<file path="src/rtl/voter_session.sv">
// voter_session
//   Runs one ballot session over N_VOTERS voters. Each voter may cast a
//   single approve/reject vote while the session is OPEN. The session closes
//   when every voter has voted or the timer expires. A one-cycle TALLY state
//   then produces a registered one-hot result with a done pulse. An abort
//   input cancels the session without producing a result.
//
// Ports
//   clk        : clock, rising edge
//   rst_n      : synchronous active-low reset
//   start      : open a session (IDLE only, ignored together with abort)
//   abort      : cancel the current session (OPEN/TALLY)
//   vote_valid : per-voter vote strobe
//   vote_val   : per-voter vote value, 1 = approve, 0 = reject
//   busy       : high in OPEN and TALLY
//   done       : one-cycle pulse, result valid from this cycle
//   result     : one-hot {approve, tie, reject}; 000 = no result
//   quorum_ok  : ballots cast >= QUORUM for the last completed session
//   yes_cnt    : accepted approve votes
//   no_cnt     : accepted reject votes
//   voted      : per-voter "has an accepted vote" flags
module voter_session #(
  parameter int N_VOTERS = 4,
  parameter int QUORUM   = 3,
  parameter int TIMEOUT  = 16,
  localparam int CNT_W   = $clog2(N_VOTERS + 1)
) (
  input  logic                clk,
  input  logic                rst_n,
  input  logic                start,
  input  logic                abort,
  input  logic [N_VOTERS-1:0] vote_valid,
  input  logic [N_VOTERS-1:0] vote_val,
  output logic                busy,
  output logic                done,
  output logic [2:0]          result,
  output logic                quorum_ok,
  output logic [CNT_W-1:0]    yes_cnt,
  output logic [CNT_W-1:0]    no_cnt,
  output logic [N_VOTERS-1:0] voted
);

  localparam int TMR_W = $clog2(TIMEOUT);
  localparam logic [TMR_W-1:0] TMR_LAST = TMR_W'(TIMEOUT - 1);
  localparam logic [CNT_W:0]   QUORUM_C = (CNT_W + 1)'(QUORUM);

  typedef enum logic [1:0] {
    ST_IDLE  = 2'd0,
    ST_OPEN  = 2'd1,
    ST_TALLY = 2'd2
  } state_t;

  state_t              state_q, state_d;
  logic [N_VOTERS-1:0] voted_q, voted_d;
  logic [CNT_W-1:0]    yes_q, yes_d;
  logic [CNT_W-1:0]    no_q, no_d;
  logic [TMR_W-1:0]    timer_q, timer_d;
  logic [2:0]          result_q, result_d;
  logic                quorum_q, quorum_d;
  logic                done_q, done_d;

  // Votes accepted this edge: only while OPEN, not aborting, first vote only.
  logic [N_VOTERS-1:0] accept;
  logic [CNT_W-1:0]    yes_add, no_add;
  logic [CNT_W:0]      cast;

  always_comb begin
    accept  = '0;
    yes_add = '0;
    no_add  = '0;
    if (state_q == ST_OPEN && !abort) begin
      accept = vote_valid & ~voted_q;
    end
    for (int i = 0; i < N_VOTERS; i++) begin
      yes_add = yes_add + CNT_W'(accept[i] & vote_val[i]);
      no_add  = no_add + CNT_W'(accept[i] & ~vote_val[i]);
    end
  end

  assign cast = {1'b0, yes_q} + {1'b0, no_q};

  always_comb begin
    state_d  = state_q;
    voted_d  = voted_q;
    yes_d    = yes_q;
    no_d     = no_q;
    timer_d  = timer_q;
    result_d = result_q;
    quorum_d = quorum_q;
    done_d   = 1'b0;
    case (state_q)
      ST_IDLE: begin
        // start together with abort is dropped without touching any state
        if (start && !abort) begin
          state_d  = ST_OPEN;
          voted_d  = '0;
          yes_d    = '0;
          no_d     = '0;
          timer_d  = '0;
          result_d = 3'b000;
          quorum_d = 1'b0;
        end
      end
      ST_OPEN: begin
        if (abort) begin
          // counters and voted flags are left as they were
          state_d  = ST_IDLE;
          result_d = 3'b000;
          quorum_d = 1'b0;
        end else begin
          voted_d = voted_q | accept;
          yes_d   = yes_q + yes_add;
          no_d    = no_q + no_add;
          timer_d = timer_q + TMR_W'(1);
          if ((&voted_d) || (timer_q == TMR_LAST)) begin
            state_d = ST_TALLY;
          end
        end
      end
      ST_TALLY: begin
        state_d = ST_IDLE;
        if (abort) begin
          result_d = 3'b000;
          quorum_d = 1'b0;
        end else begin
          done_d = 1'b1;
          if (cast < QUORUM_C) begin
            result_d = 3'b001;
            quorum_d = 1'b0;
          end else begin
            quorum_d = 1'b1;
            if (yes_q > no_q)       result_d = 3'b100;
            else if (yes_q == no_q) result_d = 3'b010;
            else                    result_d = 3'b001;
          end
        end
      end
      default: begin
        state_d = ST_IDLE;
      end
    endcase
  end

  always_ff @(posedge clk) begin
    if (!rst_n) begin
      state_q  <= ST_IDLE;
      voted_q  <= '0;
      yes_q    <= '0;
      no_q     <= '0;
      timer_q  <= '0;
      result_q <= 3'b000;
      quorum_q <= 1'b0;
      done_q   <= 1'b0;
    end else begin
      state_q  <= state_d;
      voted_q  <= voted_d;
      yes_q    <= yes_d;
      no_q     <= no_d;
      timer_q  <= timer_d;
      result_q <= result_d;
      quorum_q <= quorum_d;
      done_q   <= done_d;
    end
  end

  assign busy      = (state_q == ST_OPEN) || (state_q == ST_TALLY);
  assign done      = done_q;
  assign result    = result_q;
  assign quorum_ok = quorum_q;
  assign yes_cnt   = yes_q;
  assign no_cnt    = no_q;
  assign voted     = voted_q;

endmodule

</file>
<file path="config.mk">
export PLATFORM = sky130hd
export DESIGN_NAME = voter_session
export DESIGN_NICKNAME = d
export VERILOG_FILES = /design/src/rtl/voter_session.sv
export SDC_FILE = /design/constraint.sdc
export NUM_CORES = 1
export LEC_CHECK = 0
export CORE_MARGIN = 1
export CORE_UTILIZATION = 45
export DETAILED_ROUTE_END_ITERATION = 12
export PLACE_DENSITY_LB_ADDON = 0.1
export SLEW_MARGIN = 5
export SYNTH_ARGS = -nofsm -noshare
export SYNTH_HDL_FRONTEND = slang
export SYNTH_SLANG_ARGS = --single-unit
export TNS_END_PERCENT = 5
</file>
<file path="constraint.sdc">
create_clock -name clk -period 3.56 [get_ports clk]
set_clock_uncertainty 0.15 [all_clocks]
set_input_delay 0.89 -clock clk [delete_from_list [all_inputs] [get_ports clk]]
set_output_delay 0.89 -clock clk [all_outputs]
set_load 0.005 [all_outputs]
</file>
==> results of run 1 <==
## worst reg2reg max path: stages (launching register included)
cell and delay [ps]:
dfxtp_1 370, inv_1 110, ha_1 230, nor2b_4 200
nand2_1 80, or3_1 330, fa_1 500, fa_1 420
inv_1 70, fa_1 400, a22oi_1 170, nor2b_1 60
## power by group through the flow
stage | combinational (µW) | clock (µW) | sequential [µW]
floorplan | 33.5 | 0 | 245
global placement | 61.4 | 0 | 245
detailed placement | 63.0 | 0 | 245
CTS | 65.1 | 124 | 240
global route | 71.7 | 133 | 241
finish | 65.7 | 119 | 240
## stage by stage
step,setup TNS (ps),hold slack [ps],setup WS [ps]
after CTS,0,316,52.2
after global placement,-772,287,-364
after global routing,0,350,108
final,0,313,235
after floorplan,0,294,137
after detailed placement,-1090,299,-431
## registers in the layout (all words and copies together) (netlist names)
name,flops
yes_cnt,3
result,3
voted,4
state_q,2
no_cnt,3
done,1
timer_q,4
quorum_ok,1
## cells by family after synthesis
kind of cell | after synthesis | synth area share
AOI/OAI and AO/OA | 29 | 0.162
xor gates and xnor gates | 4 | 0.0252
adders and majority gates | 18 | 0.200
buffers and inverters | 16 | 0.0495
DFF | 21 | 0.302
muxes | 1 | 0.00719
and+or+nand+nor | 64 | 0.255
## layout by cell type (no fill, tap or decap), types with 2 or more instances in the layout
master / n
clkbuf_4: 3
a21oi_1: 4
a21oi_4: 2
nand2_1: 17
o21ai_0: 3
dfxtp_1: 21
nand3_1: 2
clkdlybuf4s50_1: 26
ha_1: 11
fa_1: 7
and2b_2: 2
nor2b_1: 8
or3_1: 4
xor2_1: 3
inv_1: 13
a22o_1: 2
nand2b_1: 3
o22ai_1: 2
and2_1: 5
and3_1: 2
a22oi_1: 7
buf_4: 6
nand4_1: 2
nor2_1: 11
o21ai_1: 2
## area by class of cell
class	count	area, µm²
Tap cell	31	38.8
Clock buffer	3	22.5
Clock inverter	1	5.00
Fill cell	249	1090
Sequential cell	21	420
Inverter	13	48.8
Timing Repair Buffer	33	318
Multi-Input combinational cell	116	907
## what timing repair did
item	in CTS	in global routing
pin swaps	0	1
buffers inserted	1	1
endpoints found under the setup margin	1	1
gates resized for setup	1	1
## layer usage
| metal | up-vias | track usage | share of wire |
|---|---|---|---|
| li1 | 588 | - | - |
| met1 | 579 | 0.265 | 0.47 |
| met2 | 14 | 0.342 | 0.51 |
| met3 | 2 | 0.0204 | 0.020 |
| met4 | 0 | 0.0627 | 0.0054 |
| met5 | - | 0 | 0 |
## worst min path at each step
| stage | from | to | slack [ps] | cells after the start |
|---|---|---|---|---|
| after global routing | result[0]$_SDFFE_PN0P_ | result[0]$_SDFFE_PN0P_ | 350 | 2 |
| final | result[0]$_SDFFE_PN0P_ | result[0]$_SDFFE_PN0P_ | 310 | 2 |
| after floorplan | result[0]$_SDFFE_PN0P_ | result[0]$_SDFFE_PN0P_ | 290 | 2 |
| after detailed placement | result[0]$_SDFFE_PN0P_ | result[0]$_SDFFE_PN0P_ | 300 | 2 |
| after global placement | result[0]$_SDFFE_PN0P_ | result[0]$_SDFFE_PN0P_ | 290 | 2 |
| after CTS | result[0]$_SDFFE_PN0P_ | result[0]$_SDFFE_PN0P_ | 320 | 2 |
==> results.md, run 1 <==
* Status: complete, but fails checks
* Failing checks: design-rule violations
* Initial Util at 0.488
* Crit path kind: input pin to flop
* Grt total ovfl at 0
* Core Util, Final at 0.617
* Wire length per cell at ~14 µm
* Clock Pin Slew Worst Setup and Hold Paths at between 100 and 150 ps
* Worst Setup EP: no_cnt[1]$_SDFFE_PN0P_
* Post-DP HPWL at ~2.4 mm
* IO Pins at 28
* Startpoint types: input pin
* Fin crit share at 0.934
* Synth top cells by count: dfxtp_1, nand2_1, inv_1, ha_1, nor2_1
* CTS tree: done
* Synthesized Nets at roughly 180
* Global Route Usage Sum at 0.200
* Leakage at roughly 0.00076 µW
* Cell variety after synth at 42
* N_diodes at 0
* Worst slew margin at 0.631
* Logic pwr share at 0.154
* Power per cell area at approximately 240 nW/µm²
* Reg2Reg Depth at 11
* Minimum clock period at 3330 ps
* Cell taking the most area after synthesis: dfxtp_1
* IO buf count at 27
* Fin. max-slew vios at 0
* Antenna violations before repair at 0
* Core ar. at about 2900 µm²
* CP delay by family, top: adder cells
* Global-route wire length before repair at about 5 mm
* Layout area overhead at 26.5%
* Reg power frac at 0.565
* Worst r2r src: state_q[1]$_SDFFE_PN0P_
* Total die area at roughly 3300 µm²
* WP data arrival at ~3400 ps
* Avg Cell Area, Syn at 9.09 µm²
* H-tree depth at 1
* Seq/Total Area, Yosys at 0.302
* Vias in the first global route at roughly 1,200
* Unrepaired setup endpoints after global routing: no
* Yosys Warn Count at 0
* Max_cap viols at 0
* CP dominant cell by count: fa_1
* Post-placement cell area at 1710 µm²
* Post-route ant nets at 0
* Clock Tree Buf Depth at 2
* Sw Pwr at approximately 110 µW
* Most common cell in the netlist: dfxtp_1
* Hold Path Class: flop to flop
* Ys flop type: dfxtp_1
* Nets at 218
* Cell row count at 19
* CTS buffer count at 3
* Root Buffer: clkbuf_4
* Clock power share at 0.281
* Pre-antenna DRT Iters at 8
* Die W at 57.6 µm
* Gp weighted congestion at 0.812
* Via count at between 1,000 and 1,500
* CP Max Fanout at 2
* Syn Inst Count at 153
* Fraction of layout cells with a size suffix above 1 at 0.107
* Max Freq at ~0.3 GHz
* Critical path endpoint category: flop
* Vias per cell at roughly 5.4
* Residual DRC at 2
* Cell Area, Synth at 1390 µm²
* Num Clock Sinks at 21
* Total Power at roughly 430 µW
* Post-route cell area at approximately 1800 µm²
* Reg2Reg Setup Slack at approximately 370 ps
* Crit-path cells: clkdlybuf4s50_1 -> nand2_1 -> or3_1 -> fa_1 -> fa_1 -> inv_1 -> fa_1 -> a22oi_1 -> nor2b_1
* R2R Path End: no_cnt[1]$_SDFFE_PN0P_
* Largest net degree at the start of global routing at 18
* 1st-iter DRT viols at between 50 and 60
* Top cell type's share of synthesized area at 0.302
* Top cells by area, synth: dfxtp_1, fa_1, ha_1, nand2_1, a22oi_1
* # hold bufs at CTS at 0
* WP depth at 9
* CP max stage cell: fa_1
* Internal power at around 310 µW
* Final wirelength at about 3 mm
* Setup crit start: vote_valid[2]
* Seq cells post-synth at 21
* Die Ht at 57.6 µm
* Hold Fails Final Rpt at 0
* Placed Cells at roughly 210
* Final setup fails at 0
* VDD IR max at about 0.16 mV
* Worst-Skew Late Latency at between 300 and 400 ps
* Number of synthesized flops with an enable pin at 0
* Critical Path Max Stage Delay at about 500 ps
* CP Data Required Time at 3630 ps
* CP bufs+invs at 2
* Synth async-reset ratio at 0
* Finished Layout Cells at 218
* Sw Ratio at 0.264
* Least-Margin Pin Slew at between 500 and 600 ps
(Power assumes the default switching activity.)
==> run 2, diff against run 1 <==
- SLEW_MARGIN: 5 -> 40
==> results of run 2 <==
Same layout as run 1: the final DEF is identical, and so are final timing and power.
==> run 3, diff against run 2 <==
- SETUP_SLACK_MARGIN: not set -> 0.3
==> results.md, run 3 (same netlist as run 1, synthesis figures left out) <==
* Post-route ant nets at 0
* Cell row count at 19
* Global-route wire length before repair at 5.15 mm
* Via count at around 1,200
* Post-CTS Setup Bufs at 0
* Placed Cells at 212
* Max_cap viols at 0
* Minimum clock period at approximately 3100 ps
* Post-route cell area at around 1800 µm²
* Core Util, Final at 0.616
* Vias per cell at roughly 5.3
* Routed met3 length at 83 µm
* VDD IR max at around 0.19 mV
* CP Data Required Time at about 3600 ps
* Critical path endpoint category: flop
* Root Buffer: clkbuf_4
* Post-DP HPWL at 2.29 mm
* Met1 wire length at about 1.3 mm
* Final wirelength at approximately 2.8 mm
* Die Ht at a little under 60 µm
* Wire length per cell at ~13 µm
* Post-placement cell area at ~1700 µm²
* Crit-path cells: clkdlybuf4s50_1 -> or3_4 -> fa_1 -> fa_2 -> inv_2 -> fa_1 -> a22oi_1 -> nor2b_1
* Top Metal Used: met4
* Initial Util at 0.488
* Die W at roughly 58 µm
* Nets at between 200 and 250
* Antenna violations before repair at 0
* Pre-antenna DRT Iters at 8
* Vias in the first global route at roughly 1,200
* Finished Layout Cells at roughly 220
* Layout area overhead at 26.3%
* Global Route Usage Sum at 0.202
* Startpoint types: input pin
* Status: complete, but fails checks
* Worst slew margin at 0.653
* IO Pins at 28
* H-tree depth at 1
* CP bufs+invs at 2
* 1st-iter DRT viols at between 40 and 50
* Hold Fails Final Rpt at 0
* Most frequent cells in the layout: clkdlybuf4s50_1, dfxtp_1, nand2_1, inv_1, nor2_1
* Total Power at 421 µW
* Crit path kind: input pin to flop
* Clock Tree Buf Depth at 2
* Hold Path Class: flop to flop
* Reg2Reg Setup Slack at ~460 ps
* Leakage at 0.000753 µW
* Largest net degree at the start of global routing at 18
* CP dominant cell by count: fa_1
* N_diodes at 0
* CP delay by family, top: adder cells
* Num Clock Sinks at 21
* CP max stage cell: fa_1
* Metal2 WL at 1.35 mm
* Worst-Skew Late Latency at 300 ps
* Fraction of layout cells with a size suffix above 1 at 0.135
* Power per cell area at about 240 nW/µm²
* CTS buffer count at 3
* IO buf count at 27
* Commonest non-fill, non-tap cell in the layout: clkdlybuf4s50_1
* Least-Margin Pin Slew at slightly above 500 ps
* CTS tree: done
* Core ar. at roughly 2900 µm²
* WP data arrival at about 3200 ps
* Grt total ovfl at 0
* Total die area at about 3300 µm²
* # hold bufs at CTS at 0
* Gp weighted congestion at between 0.8 and 0.9
* Fin. max-slew vios at 0
* Clock Pin Slew Worst Setup and Hold Paths at between 100 and 150 ps
* Failing checks: design-rule violations
* Max Freq at approximately 0.32 GHz
* Unrepaired setup endpoints after global routing: no
* Critical Path Max Stage Delay at roughly 490 ps
* Residual DRC at 2
* CP Max Fanout at 2
* Fin crit share at 0.881
* Final setup fails at 0
run 3: changes by cell type in the layout (fill, tap and decap cells not counted), moves of 2 or more:
cell / change
buf_4: -2
clkdlybuf4s50_1: -2
nand2_1: -2
nand2_2: +2
run 3: metrics by stage:
stage / hold WS (ps) / setup WS [ps] / setup TNS, ps
global route: 334 / 317 / 0
detailed placement: 301 / -218 / -418
global placement: 288 / -177 / -305
CTS: 318 / 304 / 0
floorplan: 294 / 233 / 0
finish: 317 / 423 / 0
run 3: power by group:
part	switching (µW)	leakage, µW	internal, µW
registers	2.97	0.000170	237
clock network	73.3	0.0000150	43.7
logic	31.3	0.000568	32.2
run 3: final cells by class:
cell class,count,area (µm²)
Inverter,13,48.8
Clock buffer,4,26.3
Fill cell,257,1090
Sequential cell,21,422
Multi-Input combinational cell,116,922
Timing Repair Buffer,31,300
Tap cell,31,38.8
run 3: worst paths after layout:
kind,end,from,cells after the start
worst min-delay path,result[0]$_SDFFE_PN0P_,result[0]$_SDFFE_PN0P_,2
worst max register to register,no_cnt[1]$_SDFFE_PN0P_,state_q[1]$_SDFFE_PN0P_,11
worst max-delay path,no_cnt[1]$_SDFFE_PN0P_,vote_val[2],8
worst min register to register,result[0]$_SDFFE_PN0P_,result[0]$_SDFFE_PN0P_,2
run 3: worst register-to-register path, delay by kind of cell, from the launching register on:
| kind | cells | cell delay (ps) |
|---|---|---|
| and+or+nand+nor | 4 | 700 |
| DFF | 1 | 360 |
| buffers and inverters | 2 | 150 |
| AOI/OAI and AO/OA | 1 | 180 |
| adders and majority gates | 4 | 1480 |
run 3: what timing repair did:
item                                   4_1_cts  5_1_grt
setup endpoints to repair                    3        2
gates cloned                                 0        0
resized for setup                            1        8
pin swaps                                    1        5
endpoints found under the hold margin        0        0
run 3: layer usage:
layer,GRT usage,vias up
met5,0,-
met4,0.0523,0
met3,0.0476,6
met2,0.354,18
met1,0.249,548
li1,-,580
